## src/rtl/control_loop_sequencer.sv

```systemverilog
// Control-loop initiator: ADC sample -> math update -> DAC write -> programmable idle,
// each step a four-phase arm/finished handshake with the corresponding peer.
module control_loop_sequencer #(
  parameter int ADC_WID         = 18,
  parameter int DAC_DATA_WID    = 20,
  parameter int CONSTS_WID      = 48,
  parameter int CYCLE_COUNT_WID = 18,
  parameter int DELAY_WID       = 16
) (
  input  logic                       clk,
  input  logic                       rst_L,
  input  logic                       run,
  input  logic [DELAY_WID-1:0]       dely,
  output logic                       adc_arm,
  input  logic                       adc_finished,
  input  logic [ADC_WID-1:0]         adc_data,
  output logic                       math_arm,
  input  logic                       math_finished,
  output logic [ADC_WID-1:0]         math_measured,
  output logic [CONSTS_WID-1:0]      math_e_prev,
  output logic [CYCLE_COUNT_WID-1:0] math_cycles,
  output logic [DELAY_WID-1:0]       math_dely,
  input  logic [CONSTS_WID-1:0]      math_e_cur,
  input  logic [DAC_DATA_WID-1:0]    math_adjval,
  output logic                       dac_arm,
  input  logic                       dac_finished,
  output logic [DAC_DATA_WID-1:0]    dac_data,
  output logic                       running,
  output logic [31:0]                iter_count
);

  typedef enum logic [3:0] {
    S_IDLE, S_ADC_REQ, S_ADC_REL, S_MATH_REQ, S_MATH_REL,
    S_DAC_REQ, S_DAC_REL, S_DELAY, S_CHECK
  } state_t;

  localparam logic [CYCLE_COUNT_WID-1:0] CYC_MAX = '1;

  state_t                     state, state_nxt;
  logic [CYCLE_COUNT_WID-1:0] cycle_cnt;
  logic [DELAY_WID-1:0]       delay_cnt;
  logic                       first_iter;

  always_comb begin
    // NOTE: every output of this block gets a default first, so no path can infer a latch.
    state_nxt = state;
    adc_arm   = 1'b0;
    math_arm  = 1'b0;
    dac_arm   = 1'b0;
    running   = (state != S_IDLE);
    case (state)
      S_IDLE:     if (run) state_nxt = S_ADC_REQ;
      S_ADC_REQ: begin
        adc_arm = 1'b1;
        if (adc_finished) state_nxt = S_ADC_REL;
      end
      S_ADC_REL:  if (!adc_finished) state_nxt = S_MATH_REQ;
      S_MATH_REQ: begin
        math_arm = 1'b1;
        if (math_finished) state_nxt = S_MATH_REL;
      end
      S_MATH_REL: if (!math_finished) state_nxt = S_DAC_REQ;
      S_DAC_REQ: begin
        dac_arm = 1'b1;
        if (dac_finished) state_nxt = S_DAC_REL;
      end
      S_DAC_REL:  if (!dac_finished) state_nxt = (math_dely == '0) ? S_CHECK : S_DELAY;
      S_DELAY:    if (delay_cnt <= DELAY_WID'(1)) state_nxt = S_CHECK;
      S_CHECK:    state_nxt = run ? S_ADC_REQ : S_IDLE;
      default:    state_nxt = S_IDLE;
    endcase
  end

  // NOTE: sequential state uses non-blocking assignments so every register samples pre-edge values.
  always_ff @(posedge clk) begin
    if (!rst_L) begin
      state         <= S_IDLE;
      cycle_cnt     <= '0;
      delay_cnt     <= '0;
      first_iter    <= 1'b0;
      math_measured <= '0;
      math_e_prev   <= '0;
      math_cycles   <= '0;
      math_dely     <= '0;
      dac_data      <= '0;
      iter_count    <= '0;
    end else begin
      state <= state_nxt;
      if (state != S_IDLE && cycle_cnt != CYC_MAX)
        cycle_cnt <= cycle_cnt + CYCLE_COUNT_WID'(1);
      case (state)
        S_IDLE: if (run) begin
          cycle_cnt   <= '0;
          math_dely   <= dely;
          math_e_prev <= '0;
          first_iter  <= 1'b1;
        end
        S_ADC_REQ: if (adc_finished) begin
          // The first sample after leaving IDLE has no predecessor to measure against.
          math_measured <= adc_data;
          math_cycles   <= first_iter ? '0 : cycle_cnt;
          cycle_cnt     <= CYCLE_COUNT_WID'(1);
          first_iter    <= 1'b0;
        end
        S_MATH_REQ: if (math_finished) begin
          math_e_prev <= math_e_cur;
          dac_data    <= math_adjval;
        end
        S_DAC_REL: if (!dac_finished) begin
          iter_count <= iter_count + 32'd1;
          delay_cnt  <= math_dely;
        end
        S_DELAY: delay_cnt <= delay_cnt - DELAY_WID'(1);
        S_CHECK: if (run) math_dely <= dely;
        default: ;
      endcase
    end
  end

endmodule

```

## config.mk

```make
export PLATFORM = sky130hd
export DESIGN_NAME = control_loop_sequencer
export DESIGN_NICKNAME = d
export VERILOG_FILES = /design/src/rtl/control_loop_sequencer.sv
export SDC_FILE = /design/constraint.sdc
export NUM_CORES = 1
export LEC_CHECK = 0
export CORE_MARGIN = 2
export CORE_UTILIZATION = 41
export DETAILED_ROUTE_END_ITERATION = 12
export GPL_TIMING_DRIVEN = 0
export PLACE_DENSITY = 0.88
export SETUP_SLACK_MARGIN = 0.02
export SYNTH_ARGS = -nofsm -noshare
export SYNTH_HDL_FRONTEND = slang
export SYNTH_SLANG_ARGS = --single-unit
export TNS_END_PERCENT = 1
```

## constraint.sdc

```tcl
create_clock -name clk -period 2.4 [get_ports clk]
set_input_delay 0.6 -clock clk [delete_from_list [all_inputs] [get_ports clk]]
set_output_delay 0.6 -clock clk [all_outputs]
set_load 0.02 [all_outputs]
```

; After elaboration in Yosys (flattened, before gate mapping)
; Cells that the tools add are included.
[word_totals]
ff_bits = 191
word_cells = 75
in_bits = 108
[classes]
addsub = 3
muxes = 27
bitwise_logic = 1
n_reduce_logical = 16
n_lt_le_gt_ge = 1
eq_ne = 17
[ops]
columns = operator, count
row1 = $mux 48, 2
row2 = $pmux 48 s2, 1
row3 = $mux 18, 4
row4 = $mux 4, 9
row5 = $pmux 18 s2, 1
row6 = $pmux 4 s9, 1
row7 = $add 32x1->32 const B, 1
row8 = $pmux 16 s2, 1
row9 = $add 18x1->18 const B, 1
row10 = $ne 18x18->1 const B, 1
row11 = $eq 4x3->1 const B, 4
row12 = $le 16x1->1 const B, 1
row13 = $logic_not 16->1, 1
row14 = $mux 16, 1
row15 = $ne 2x2->1 const B, 8
row16 = $sub 16x1->16 const B, 1
row17 = $reduce_and 2->1, 5
row18 = $eq 4x2->1 const B, 2
row19 = $reduce_and 8->1, 1
row20 = $mux 1, 6
row21 = $reduce_and 3->1, 2
row22 = $reduce_bool 2->1, 3
row23 = $eq 4x1->1 const B, 1
row24 = $eq 4x4->1 const B, 1
row25 = 6 further kinds, 6

; Logic depth before layout (Yosys ltp)
[logic_depth]
word_depth = 5
depth_mapped = 9
mapped_depth_nobuf = 7

; Worst setup path before layout
; Ideal clock, no wire load.
[synth_timing]
path_kind = reg2reg
start = register state[0]
end = register math_cycles[10]
arrival_ns = 2.368
path_buffers = 2
path_slack_ns = -0.027
stages_incl_launch_ff = 8
period_less_slack_ns = 2.427
t_required_ns = 2.340
cell_sequence = dfxtp_1 -> clkbuf_1 -> nand2b_1 -> nor3_1 -> nand2_1 -> nor3_1 -> clkbuf_1 -> a22o_1
[synth_between]
elab_chain_len = 2
[synth_lines]
columns = element, line_no
row1 = from (decl), 39  ; state_t state, state_nxt;
row2 = from (signal assigned), 88  ; state <= state_nxt;
row3 = $eq 4x1->1, 91  ; case (state)
row4 = $reduce_and 2->1 (no line), n/a
row5 = to (signal assigned), 101  ; math_cycles <= first_iter ? '0 : cycle_cnt;
row6 = to (decl), 21  ; output logic [CYCLE_COUNT_WID-1:0] math_cycles,
; No other way between the ends.
; A chain may end at the register's enable or synchronous reset.

; Final worst setup path
[layout_timing]
start = register state[1]
end = output dac_arm
[layout_between]
elab_chain_len = 2
[layout_lines]
columns = element, line_no
row1 = $eq 4x3->1, 51  ; case (state)
row2 = $mux 1, 51
row3 = to (decl), 25  ; output logic dac_arm,
; No other way between the ends.

==> summary.md <==
| Metric | Value |
|---|---|
| Status | finished, violations left |
| Failing checks | negative setup slack |
| Layout cells sized above 1 | 7.33% |
| Htree depth | 4 |
| Tot Pwr | 8.63 mW |
| Nets | 1,327 |
| Vias in the first global route | 7,826 |
| Die area | 19,900 um2 |
| Top FF cell, synth | dfxtp_1 |
| Clock root cell | clkbuf_16 |
| Static leakage | 3.84 nW |
| Core area | 18,600 um2 |
| Post-Place Cells | 1,428 |
| Commonest cells after routing, fill and taps aside | clkdlybuf4s50_1, nand2_1, dfxtp_1, a21oi_1, nand3_1 |
| CTS tree | built |
| Initial antenna violation count | 1 |
| Non-Filler Instances | 1,463 |
| Starting Density | 41.5% |
| Routed wire length | 25.2 mm |
| Post-route ant nets | 0 |
| Synth Instances | 932 |
| Synth Net Count | 1,044 |
| Fmax | 405 MHz |
| Period utilisation layout | 103% |
| Setup crit end kind | primary output |
| Rel. slew slack | 39.4% |
| # port buffers | 262 |
| Min-delay worst type | flop to flop |
| CTS buffer count | 17 |
| Clock tree buffer depth | 2 |
| Residual DRC | 0 |
| Finished Cell Area | 11,400 um2 |
| Post-synthesis sequential area ratio | 49.6% |
| Final core utilization | 61.4% |
| Clock slew at reported path FFs | 70 ps |
| Max-cap violations | 0 |
| Worst slew pin tran | 901 ps |
| Yosys reg bits | 191 |
| Fillers | 1,538 |
| Most common cell after layout, fill and taps aside | clkdlybuf4s50_1 |
| Ports | 264 |
| Unrepaired setup endpoints after global routing | yes |
| Total track usage | 24.8% |
| Routability cong. | 0.870 |
| Ys Warns | 0 |
| First-pass GRT wire length | 39.6 mm |
| Crit Path Class | flop to primary output |
| CP arrival | 1870 ps |
| Final hold violation count | 0 |
| Syn Area/Cell | 8.27 um2 |
| VDD IR max | 0.000604 V |
| Post-DP HPWL | 18.4 mm |
| Vias per inst | 5.52 |
| Worst EP required | 1800 ps |
| Number of library cell types mapped by synthesis | 59 |
| Clock latency on the worst-skew pair | 440 ps |
| EDFF count, synth | 0 |
| CTS sink cnt | 191 |
| Initial drt markers | 569 |
| Largest net degree at the start of global routing | 18 |
| Final-report setup violation count | 6 |
| DRT Pass-1 Iters | 5 |
| Hold path cells | 2 |
| Final setup margin | -68.0 ps |
| Fin crit period | 2470 ps |
| Critical path launch point type | flop |
| Pre-CTS setup slack | -1080 ps |
| Num rows | 50 |
| Async S/R FF share, synth | 0% |
| Max-slew violation count | 0 |
| Vias | 8,079 |
| Placed inst area | 10,600 um2 |
| Register-to-Register Path Depth | 5 |
| Pwr per Cell Area | 757 nW/um2 |
| Cell Area, Synth | 7710 um2 |
| Die H | 141 um |
| Grt ovf | 0 |
| Max Fanout on Critical Path | 10 |
| Synthesis-to-layout area growth | 47.9% |
| Clk_skew | 12.1 ps |
| Die Wd | 141 um |
| Routed len/inst | 17.2 um |
## critical path, cell delays in order, from the launching register on
cell,delay (ps)
dfxtp_1,350
clkbuf_2,220
buf_2,230
nor3_2,320
clkdlybuf4s15_2,320
## per-stage QoR
stage | TNS (ps) | hold WS, ps
final | -123 | 451
after global routing | -639 | 467
after CTS | -176 | 455
after detailed placement | -68240 | 444
after global placement | -63360 | 436
after floorplan | 0 | 461
## logic make-up (layout without fill, tap and decap cells)
kind of cell               count (synthesis)  count (layout)  share of synthesized area [%]
and+or+nand+nor                          431             431                           26.6
AOI/OAI and AO/OA                        193             193                           14.7
DFF                                      191             191                           49.6
buffers and inverters                     70             366                           3.42
xor gates and xnor gates                  37              37                           4.20
muxes                                      6               6                          0.811
adders and majority gates                  4               4                          0.649
other                                      0               1                              0
## synthesized netlist by cell type (all sizes together), types with 2 or more instances
cell / number / area [um2]
clkbuf: 58 / 218
ha: 4 / 50.1
inv: 9 / 33.8
dfxtp: 191 / 3820
and3: 10 / 62.6
nor4: 22 / 150
xnor2: 19 / 166
o21ai: 13 / 65.1
a211oi: 4 / 42.5
o311ai: 2 / 17.5
and4: 5 / 43.8
or4b: 3 / 30.0
buf: 3 / 12.5
nand3: 64 / 320
nand2b: 4 / 32.5
o21a: 2 / 15.0
nor3: 18 / 90.1
o211ai: 8 / 60.1
a31oi: 5 / 31.3
nand4: 21 / 131
o221ai: 2 / 17.5
or3: 11 / 73.8
nor2: 56 / 210
or4: 7 / 60.1
mux2: 2 / 22.5
mux2i: 4 / 40.0
and2: 2 / 12.5
xor2: 18 / 158
nand2: 195 / 732
a21oi: 131 / 656
a22o: 18 / 158
nand3b: 2 / 15.0
or2: 4 / 25.0
## worst paths after layout
kind	start	endpoint	slack, ps
setup / recovery	state[1]	dac_arm	-70
hold / removal	math_e_prev[12]	math_e_prev[12]	450
setup reg to reg	delay_cnt[10]	state[1]	-20
hold reg to reg	math_e_prev[12]	math_e_prev[12]	450
## report_power, final
part           internal [mW]  switching, mW
registers               3.34          0.161
clock network           1.66           1.31
logic                  0.832           1.33
total                   5.83           2.80
## per-layer routing
layer	GRT usage, %	share of wire (%)	vias to the layer above
li1	-	-	3832
met1	28.9	39	3838
met2	42.6	49	349
met3	6.96	8.4	60
met4	10.4	2.8	0
met5	0	0	-
## sequential cells by signal, indices dropped and copies added (netlist names), 16 cells and up
name,flops
cycle_cnt,18
dac_data,20
delay_cnt,16
iter_count,32
math_cycles,18
math_dely,16
math_e_prev,48
math_measured,18
## layout make-up
cell class	count	area (um2)	share of cell area [%]
flip-flops and latches	191	3830	33.6
multi-input cells	671	3720	32.6
repair buffers	265	2640	23.2
clock buffers	18	429	3.76
well taps	234	293	2.57
plain buffers	60	277	2.43
clock inverters	14	181	1.59
inverters	9	33.8	0.296
diodes	1	2.50	0.0219
## repair_timing
action                                  in CTS  in global routing
hold buffers                                 0                  0
pin swaps                                    5                  6
buffers inserted                             3                  0
resized for setup                           45                 32
endpoints found under the setup margin     116                107
No activity file was read; power rests on OpenSTA's default activity.
